[src/rtl/seg7_pkg.sv]
// Shared constants for the memory-mapped seven-segment display controller.
// Hex glyph table, register offsets and CTRL field layout.
package seg7_pkg;

    localparam logic OFS_DATA = 1'b0;
    localparam logic OFS_CTRL = 1'b1;

    localparam int CTRL_EN_LSB = 0;
    localparam int CTRL_DP_LSB = 8;
    localparam int CTRL_BLANK_BIT = 16;
    localparam int CTRL_W = CTRL_BLANK_BIT + 1;

    localparam logic [7:0] SEG_OFF = 8'hFF;

    // Active-high g..a glyphs; entry 0 sits in the low bits.
    localparam logic [15:0][6:0] SEG_HEX = {
        7'h71, 7'h79, 7'h5E, 7'h39,
        7'h7C, 7'h77, 7'h6F, 7'h7F,
        7'h07, 7'h7D, 7'h6D, 7'h66,
        7'h4F, 7'h5B, 7'h06, 7'h3F
    };

    typedef struct packed {
        logic       blank;
        logic [7:0] dp;
        logic [7:0] en;
    } ctrl_t;

    localparam ctrl_t CTRL_RST = '{
        blank: 1'b0,
        dp:    8'h00,
        en:    8'hFF
    };

endpackage

[src/rtl/seg7_hex_decode.sv]
// Combinational nibble to active-high g..a glyph decoder.
// The parent inverts the result for the active-low panel.
module seg7_hex_decode
    import seg7_pkg::*;
(
    input  logic [3:0] nib,
    output logic [6:0] seg
);

    assign seg = SEG_HEX[nib];

endmodule

[src/rtl/seg7_display_ctrl.sv]
// Eight-digit multiplexed seven-segment controller with CPU DATA/CTRL
// registers, per-digit enable/dp, global blank and registered read-back.
module seg7_display_ctrl
    import seg7_pkg::*;
#(
    parameter int unsigned SCAN_DIV = 50000
) (
    input  logic        clk,
    input  logic        rst,
    input  logic        cs,
    input  logic        we,
    input  logic        addr,
    input  logic [31:0] wdata,
    output logic [31:0] rdata,
    output logic [7:0]  o_seg,
    output logic [7:0]  o_sel
);

    localparam logic [15:0] DIV_LAST = 16'(SCAN_DIV - 1);

    logic [31:0] data_q;
    ctrl_t       ctrl_q;
    logic [15:0] div_cnt;
    logic [2:0]  idx;
    logic        wr_en;
    logic        rd_en;
    logic        wrap;
    logic [3:0]  nib;
    logic [6:0]  hex;
    logic        dark;
    logic [7:0]  seg_d;
    logic [7:0]  sel_d;

    assign wr_en = cs & we;
    assign rd_en = cs & ~we;
    assign wrap  = (div_cnt == DIV_LAST);
    assign nib   = data_q[{idx, 2'b00} +: 4];

    seg7_hex_decode u_hex (
        .nib (nib),
        .seg (hex)
    );

    always_ff @(posedge clk or negedge rst) begin
        if (!rst) begin
            data_q <= '0;
            ctrl_q <= CTRL_RST;
        end else if (wr_en) begin
            if (addr == OFS_DATA)
                data_q <= wdata;
            else
                ctrl_q <= ctrl_t'(wdata[CTRL_W-1:0]);
        end
    end

    always_ff @(posedge clk or negedge rst) begin
        if (!rst) begin
            div_cnt <= '0;
            idx     <= '0;
        end else if (wrap) begin
            div_cnt <= '0;
            idx     <= idx + 3'd1;
        end else begin
            div_cnt <= div_cnt + 16'd1;
        end
    end

    // Disabled slots still burn their time so lit digits keep equal duty.
    always_comb begin
        dark  = ctrl_q.blank | ~ctrl_q.en[idx];
        seg_d = SEG_OFF;
        sel_d = SEG_OFF;
        if (!dark) begin
            sel_d = ~(8'd1 << idx);
            seg_d = {~ctrl_q.dp[idx], ~hex};
        end
    end

    always_ff @(posedge clk or negedge rst) begin
        if (!rst) begin
            o_seg <= SEG_OFF;
            o_sel <= SEG_OFF;
        end else begin
            o_seg <= seg_d;
            o_sel <= sel_d;
        end
    end

    always_ff @(posedge clk or negedge rst) begin
        if (!rst)
            rdata <= '0;
        else if (rd_en)
            rdata <= (addr == OFS_CTRL) ? {15'd0, ctrl_q} : data_q;
    end

endmodule
[config.mk]
export PLATFORM = sky130hd
export DESIGN_NAME = seg7_display_ctrl
export DESIGN_NICKNAME = d
export VERILOG_FILES = /design/src/rtl/seg7_pkg.sv /design/src/rtl/seg7_hex_decode.sv /design/src/rtl/seg7_display_ctrl.sv
export SDC_FILE = /design/constraint.sdc
export NUM_CORES = 1
export LEC_CHECK = 0
export BUFFER_PORTS_ARGS = -buffer_cell sky130_fd_sc_hd__buf_4
export CORE_ASPECT_RATIO = 0.8
export CORE_MARGIN = 5
export CORE_UTILIZATION = 40
export CTS_CLUSTER_SIZE = 25
export DETAILED_ROUTE_END_ITERATION = 7
export GPL_TIMING_DRIVEN = 1
export PLACE_DENSITY = 0.68
export SLEW_MARGIN = 25
export SYNTH_ARGS = -nofsm -noshare
export SYNTH_HDL_FRONTEND = slang
export SYNTH_SLANG_ARGS = --single-unit
[constraint.sdc]
create_clock -name clk -period 2.9 [get_ports clk]
set_clock_uncertainty 0.2 [all_clocks]
set_input_delay 0.435 -clock clk [delete_from_list [all_inputs] [get_ports clk]]
set_output_delay 0.435 -clock clk [all_outputs]
set_load 0.03 [all_outputs]
# == Word level (Yosys, flattened, before mapping) ==
# Memories as Yosys holds them, arrays and structs flattened.
# Index checks and enable logic that the tools add are counted.
# Widths: inputs -> output; s select.
# word_totals
register_bits,116
rom_bits,112
input_bits,37
output_inout_bits,48
word_cells,37
n_memories,1
# op_classes
add_sub_neg,2
n_lt_le_gt_ge,2
n_eq_ne,1
n_shift,2
muxes,9
bitwise,9
n_reduce_logical,2
# memory_table
name,depth,word_bits,rd,rd_ports_with_merged_regs,write_ports,line_no,rtl
(no name shown),16,7,1,0,0,seg7_hex_decode.sv:10,assign seg = SEG_HEX[nib];
# op_table
operator,count
$mux 32,1
$shiftx 32x6->4,1
$add 16x1->16 const B,1
$eq 16x16->1 const B,1
$mux 16,1
$mux 8,2
$not 8->8,1
$shl 1x3->8 const A,1
$mux 7,1
$not 7->7,1
$bmux 1 s3,2
$lt 4x5->1 const B,1
$lt 3x4->1 const B,1
$not 1->1,4
$reduce_and 2->1,2
$add 3x1->3 const B,1
$and 1x1->1,2
$mux 1,2
$or 1x1->1,1

# == Longest topological paths before layout ==
# Gate-level depths: netlist (run 1).
# depth
word_depth,5
mapped_depth,10
depth_no_buf,8

# == By module ==
# Synthesis (run 1) repeated with hierarchy kept, for this count alone.
# unflattened
hier_cells,432
area_unflattened_um2,5322.6
# modules_own_cells
module,n_inst,cells_each,area_per_inst_um2,seq_area_each_um2
seg7_display_ctrl,1,399,5032.3,2932.8
seg7_hex_decode,1,33,290.3,0.0

# == Worst setup path before layout (run 1) ==
# Ideal clock, no wire load.
# synth_path
kind,register to register
startpoint,register idx[0]
endpoint,register o_seg[0]
setup_time_ns,0.095
arrival_ns,2.184
required_time_ns,2.605
slack_ns,0.421
path_stages_with_launch,10
n_path_buf,2
period_less_slack_ns,2.479
path_cell_list,dfrtp_1 -> buf_6 -> buf_12 -> mux4_1 -> nand2_1 -> nand2_1 -> ha_1 -> or3_1 -> nor2b_1 -> o31ai_2
# synth_between
elab_chain_len,5
elab_cells_between_ends,9
classes_between,shift: 1; mux: 4; bitwise: 3; memory: 1
# synth_rtl
element,line_no,rtl
start: declaration,seg7_display_ctrl.sv:24,logic [2:0] idx;
start signal: assignment,seg7_display_ctrl.sv:62,idx <= idx + 3'd1;
$shiftx 32x6->4 / $bmux 1 s3 (equally long branches),"seg7_display_ctrl.sv:37, seg7_display_ctrl.sv:70",
$mem_v2 16x7 / $mux 1 (equally long branches),n/a,
$mux 7 (not written as such) / $not 1->1 (equally long branches),"seg7_hex_decode.sv:10, seg7_display_ctrl.sv:70",
$not 7->7 / $or 1x1->1 (equally long branches),"seg7_display_ctrl.sv:75, seg7_display_ctrl.sv:70",
$mux 8 *,seg7_display_ctrl.sv:73,if (!dark) begin
named net seg_d[0],seg7_display_ctrl.sv:31,logic [7:0] seg_d;
end signal: assignment,seg7_display_ctrl.sv:84,o_seg <= seg_d;
end: declaration,seg7_display_ctrl.sv:15,"output logic [7:0] o_seg,"
# Mark *: on every way through the listed nets, which the timed path passes. The rest lies on a longest branch. The select of a mux whose other input is x is not followed.
# A chain may end at the register's enable or synchronous reset.

# == Worst setup path in the final report (run 1) ==
# layout_path
startpoint,register idx[0]
endpoint,register o_seg[3]
# The elaborated chain is that of the path after synthesis.

==> impl_metrics.yaml, run 1 <==
status:
  status: "finished, final reports clean"
synth:
  synth_edf_count: 0
  asyncSetResetFlopFracSynth_pct: 100
  synth_flop_cell: "dfrtp_1"
  syn_area_um2: 5320
  synthTopCellsByArea: "dfrtp_1 43%, dfstp_2 12%, mux2_2 11%, nand2_1 4.2%, mux2i_1 4.1%"
  synth-seq-cells: 116
  synth_top_area_cell: "dfrtp_1"
  synth_seq_area_share_pct: 55.1
  synth_top_area_share_pct: 43.2
  yosys_warnings: 0
  syn-num-nets: 480
  avgSynthCellArea_um2: 12.4
  syn_inst: 430
  ys_types: 47
sta:
  rsz0062_at_grt: "false"
  timing.slew.headroom_pct: 61.7
  finalHoldViolCount: 0
  finalSetupTns_ns: 0
  fin_crit_ns: 2.68
  timing.final.crit_share_pct: 92.5
  max_freq_mhz: 373
  setup_violations: 0
  drv_slew: 0
  worst_hold_slack_ns: 0.0597
  worst_slew_pin_slew_ns: 0.575
clock_tree:
  cts_tree: "built"
  post-cts-setup-buffer-count: 0
  cts-root-buf: "clkbuf_16"
  clk_latency_ns: 0.41
  cts_buffer_depth: 2
  htree_levels: 4
  clk_transition_reported_paths_ns: 0.06
  cts.sinks: 116
  numCtsBuffers: 17
detailed_routing:
  drt_iter0_markers: 253
  firstDrtPassIters: 4
  wirelength_um: 12200
  wire_per_inst_um: 17.1
  num_vias: 3604
  drc: 0
  avgViaCountPerCell: 5.07
  postRouteAntennaNets: 0
critical_path:
  crit_chain: "mux4_1, nand2_1, nand2_1, ha_1, or3_1, a21oi_1, o21ai_1"
  crit_path_frequent_cell: "nand2_1"
  r2r_start: "idx[0]$_DFFE_PN0N_"
  crit_family: "multiplexers"
  crit_slowest_cell: "mux4_1"
  critPathArrivalTime_ns: 2.79
  crit_required_ns: 3.01
  crit_fanout: 9
  cp_num_buf_inv: 0
  startpoint: "idx[0]$_DFFE_PN0N_"
  cp-start-kind: "flip-flop"
  max_stage_delay_ns: 0.63
  endpoint_kind: "flip-flop"
  crit_type: "reg2reg"
die:
  start_util_pct: 41.1
  core_um2: 13000
  io_pins: 85
  die_w_um: 139
  fp-row-count: 37
  dieArea_um2: 15700
  fp.dieH_um: 113
power_and_ir_drop:
  p_leak_nw: 3.11
  p_per_area_nw_per_um2: 782
  ir_worst_vdd_uv: 429
hold_path:
  hold_path_class: "in2reg"
  hp-start: "wdata[26]"
layout:
  area_growth_pct: 28.0
  antenna_cells: 0
  post-route-util_pct: 52.6
  layout.nets: 573
  fin_area_um2: 6810
  final_cell_mix: "93 x buf_4, 92 x dfrtp_1, 60 x nand2_1"
  drive_gt1_share_pct: 39.7
  mostFrequentLayoutCell: "buf_4"
global_routing:
  grt_antenna_before_repair: 0
  grt_util_all_layers_pct: 16.3
  overflow: 0
  grt_pass1_wl_um: 20100
  grt_max_degree: 65
  grt_pass1_vias: 3788
place:
  dpl.hpwl_um: 8370
  globalplace.congestion: 0.827
  placed_area_um2: 6150
  port_buffers: 84
flow_run:
  cap_violations: 0
[final timing paths]
path / slack [ns] / cells past startpoint / end
hold / removal: 0.06 / 2 / data_q[26]$_DFFE_PN0P_
max in group asynchronous: 1.45 / 3 / ctrl_q[6]$_DFFE_PN1P_
setup / recovery: 0.22 / 7 / o_seg[3]$_DFF_PN1_
setup reg to reg: 0.22 / 7 / o_seg[3]$_DFF_PN1_
hold reg to reg: 0.28 / 2 / rdata[8]$_DFFE_PN0P_
min in group asynchronous: 0.33 / 2 / div_cnt[4]$_DFF_PN0_
[timing repair]
item,4_1_cts,5_1_grt
endpoints found under the hold margin,19,0
resized for setup,0,0
hold buffers,1,0
[cell usage after synthesis, types with 9 or more instances]
cell	instances
clkbuf_1	14
xor2_1	9
nand2_1	60
ha_1	13
nand2b_1	17
mux2_2	51
nand3_1	9
dfstp_2	24
nor2_1	16
mux2i_1	22
dfrtp_1	92
o21ai_0	35
[state kept, by name, summed over array words and instances, names as in the netlist]
name     cells
div_cnt     16
o_sel        8
rdata       32
idx          3
o_seg        8
data_q      32
ctrl_q      17
[metal layers]
layer / GRT usage (%) / vias up / share of wire (%)
met1: 23.2 / 1802 / 48
met3: 4.52 / 14 / 5.7
met5: 0 / - / 0
met2: 24.2 / 96 / 45
li1: - / 1692 / -
met4: 5.80 / 0 / 1.3
[per-stage QoR]
stage | power [W] | setup WS, ns | instances
5_1_grt | 0.00555 | 0.0878 | 711
3_5_place_dp | 0.00307 | 0.247 | 678
3_3_place_gp | 0.00305 | 0.314 | 678
4_1_cts | 0.00537 | 0.219 | 711
2_1_floorplan | 0.00266 | 0.421 | 430
6_report | 0.00533 | 0.218 | 711
[where the power goes]
| part | internal (W) | switching, W | total, W |
|---|---|---|---|
| clock | 0.00155 | 0.000729 | 0.00228 |
| sequential | 0.00189 | 0.000173 | 0.00207 |
| combinational | 0.000432 | 0.000549 | 0.000982 |
| total | 0.00388 | 0.00145 | 0.00533 |
[logic make-up after synthesis]
| logic type | synth area share [%] |
|---|---|
| AOI/OAI and AO/OA | 6.42 |
| buffers and inverters | 2.56 |
| muxes | 19.6 |
| adders and majority gates | 3.06 |
| and+or+nand+nor | 10.8 |
| xor gates and xnor gates | 2.47 |
| DFF | 55.1 |
[final cells by class]
type	count	area, um^2
well taps	175	219
fillers	1122	6150
flip-flops and latches	116	2930
inverters	7	26.3
clock inverters	8	144
multi-input cells	286	2260
clock buffers	24	502
repair buffers	95	728
(Power assumes the default switching activity.)
==> run 2: changes to the inputs <==
- PLACE_DENSITY: 0.68 -> not set
- PLACE_DENSITY_LB_ADDON: not set -> 0.08
==> impl_metrics.yaml, run 2 (synthesis results as in run 1) <==
clock_tree:
  post_cts_resized: 0
  cts_buffer_depth: 2
  numCtsBuffers: 17
  cts-root-buf: "clkbuf_16"
  clk_transition_reported_paths_ns: 0.06
  cts_tree: "built"
  clk_latency_ns: 0.41
  cts.sinks: 116
  htree_levels: 4
critical_path:
  crit_family: "simple AND/OR/NAND/NOR gates"
  crit_chain: "mux4_1, nand2_1, and2_4, inv_2, ha_1, or3_1, a21oi_1, o21ai_1"
  crit_required_ns: 3.00
  crit_fanout: 10
  crit_type: "reg2reg"
  endpoint_kind: "flip-flop"
  cp-start-kind: "flip-flop"
  cp_num_buf_inv: 1
  crit_slowest_cell: "dfrtp_1"
  max_stage_delay_ns: 0.62
  critPathArrivalTime_ns: 2.76
sta:
  finalSetupTns_ns: 0
  worst_hold_slack_ns: 0.0616
  finalHoldViolCount: 0
  timing.final.crit_share_pct: 91.7
  worst_slew_pin_slew_ns: 0.769
  timing.slew.headroom_pct: 48.4
  fin_crit_ns: 2.66
  setup_slack_ns: 0.240
  rsz0062_at_grt: "false"
  drv_slew: 0
  max_freq_mhz: 376
  setup_violations: 0
die:
  dieArea_um2: 15700
  start_util_pct: 41.1
  fp-row-count: 37
  fp.dieH_um: 113
  core_um2: 13000
  die_w_um: 139
  io_pins: 85
layout:
  area_growth_pct: 27.0
  top_regs: "data_q: 32 flops, rdata: 32 flops, ctrl_q: 17 flops"
  layout.nets: 574
  fin_area_um2: 6760
  drive_gt1_share_pct: 39.5
  fillers: 1181
  multiInputGateArea_um2: 2260
  final_cell_mix: "93 x buf_4, 92 x dfrtp_1, 60 x nand2_1"
  mostFrequentLayoutCell: "buf_4"
  antenna_cells: 0
  register_area_um2: 2930
place:
  placed_area_um2: 6170
  post-place-ws_ns: 0.228
  port_buffers: 84
  globalplace.congestion: 0.784
  dpl.hpwl_um: 9040
detailed_routing:
  firstDrtPassIters: 4
  drt_iter0_markers: 205
  postRouteAntennaNets: 0
  drc: 0
  wire_per_inst_um: 17.7
  wirelength_um: 12600
  avgViaCountPerCell: 5.01
  num_vias: 3566
global_routing:
  overflow: 0
  grt_max_degree: 46
  grt_util_all_layers_pct: 16.6
  grt_antenna_before_repair: 0
  use_met3_pct: 4.90
  grt_use_met1_pct: 23.4
  grt.met2_usage_pct: 25.3
  grt_pass1_vias: 3694
  top_usage_layer: "met2"
  grt_pass1_wl_um: 20400
flow_run:
  cap_violations: 0
power_and_ir_drop:
  p_per_area_nw_per_um2: 756
  p_leak_nw: 3.07
  power_w: 0.00511
  ir_worst_vdd_uv: 427
hold_path:
  hold_path_class: "in2reg"
status:
  status: "finished, final reports clean"
## run 2: area by class of cell
class | instances | area share [%]
clock buffer | 21 | 6.52
timing repair buffer | 96 | 11.1
inverter | 7 | 0.389
clock inverter | 11 | 2.00
tap | 175 | 3.24
multi-input combinational | 286 | 33.4
sequential | 116 | 43.4
## run 2: repair_timing
| item | CTS | global route |
|---|---|---|
| setup endpoints to repair | 0 | 0 |
| endpoints found under the hold margin | 34 | 0 |
| hold buffers | 1 | 0 |
| setup buffers | 0 | 0 |
## run 2: per-stage QoR
step	cells	utilization, %
6_report	712	52.1
5_1_grt	712	52.1
2_1_floorplan	430	-
3_5_place_dp	679	47.6
3_3_place_gp	679	47.6
4_1_cts	712	52.1
## run 2: worst paths after layout
path,from,end,slack (ns),cells after the start
setup / recovery,idx[0]$_DFFE_PN0N_,o_seg[3]$_DFF_PN1_,0.24,8
hold / removal,wdata[23],data_q[23]$_DFFE_PN0P_,0.06,2
setup reg to reg,idx[0]$_DFFE_PN0N_,o_seg[3]$_DFF_PN1_,0.24,8
hold reg to reg,rdata[15]$_DFFE_PN0P_,rdata[15]$_DFFE_PN0P_,0.28,2
max in group asynchronous,rst,o_seg[0]$_DFF_PN1_,1.36,3
min in group asynchronous,rst,rdata[1]$_DFFE_PN0P_,0.36,2
## run 2: worst reg2reg max path: stages, from the launching register on
cell     delay [ns]
dfrtp_1        0.62
mux4_1         0.60
nand2_1        0.08
and2_4         0.17
inv_2          0.06
ha_1           0.20
or3_1          0.39
a21oi_1        0.14
o21ai_1        0.09
## run 2: power by group
group / switching [W] / internal [W]
sequential: 0.000182 / 0.00189
clock: 0.000720 / 0.00134
combinational: 0.000543 / 0.000435
## run 2: routing by layer
| metal | vias up | share of wire [%] | wire length, um |
|---|---|---|---|
| met4 | 0 | 0.88 | 111 |
| met3 | 9 | 4.5 | 561 |
| met1 | 1787 | 49 | 6160 |
| li1 | 1698 | - | - |
| met2 | 72 | 46 | 5750 |
| met5 | - | 0 | 0 |
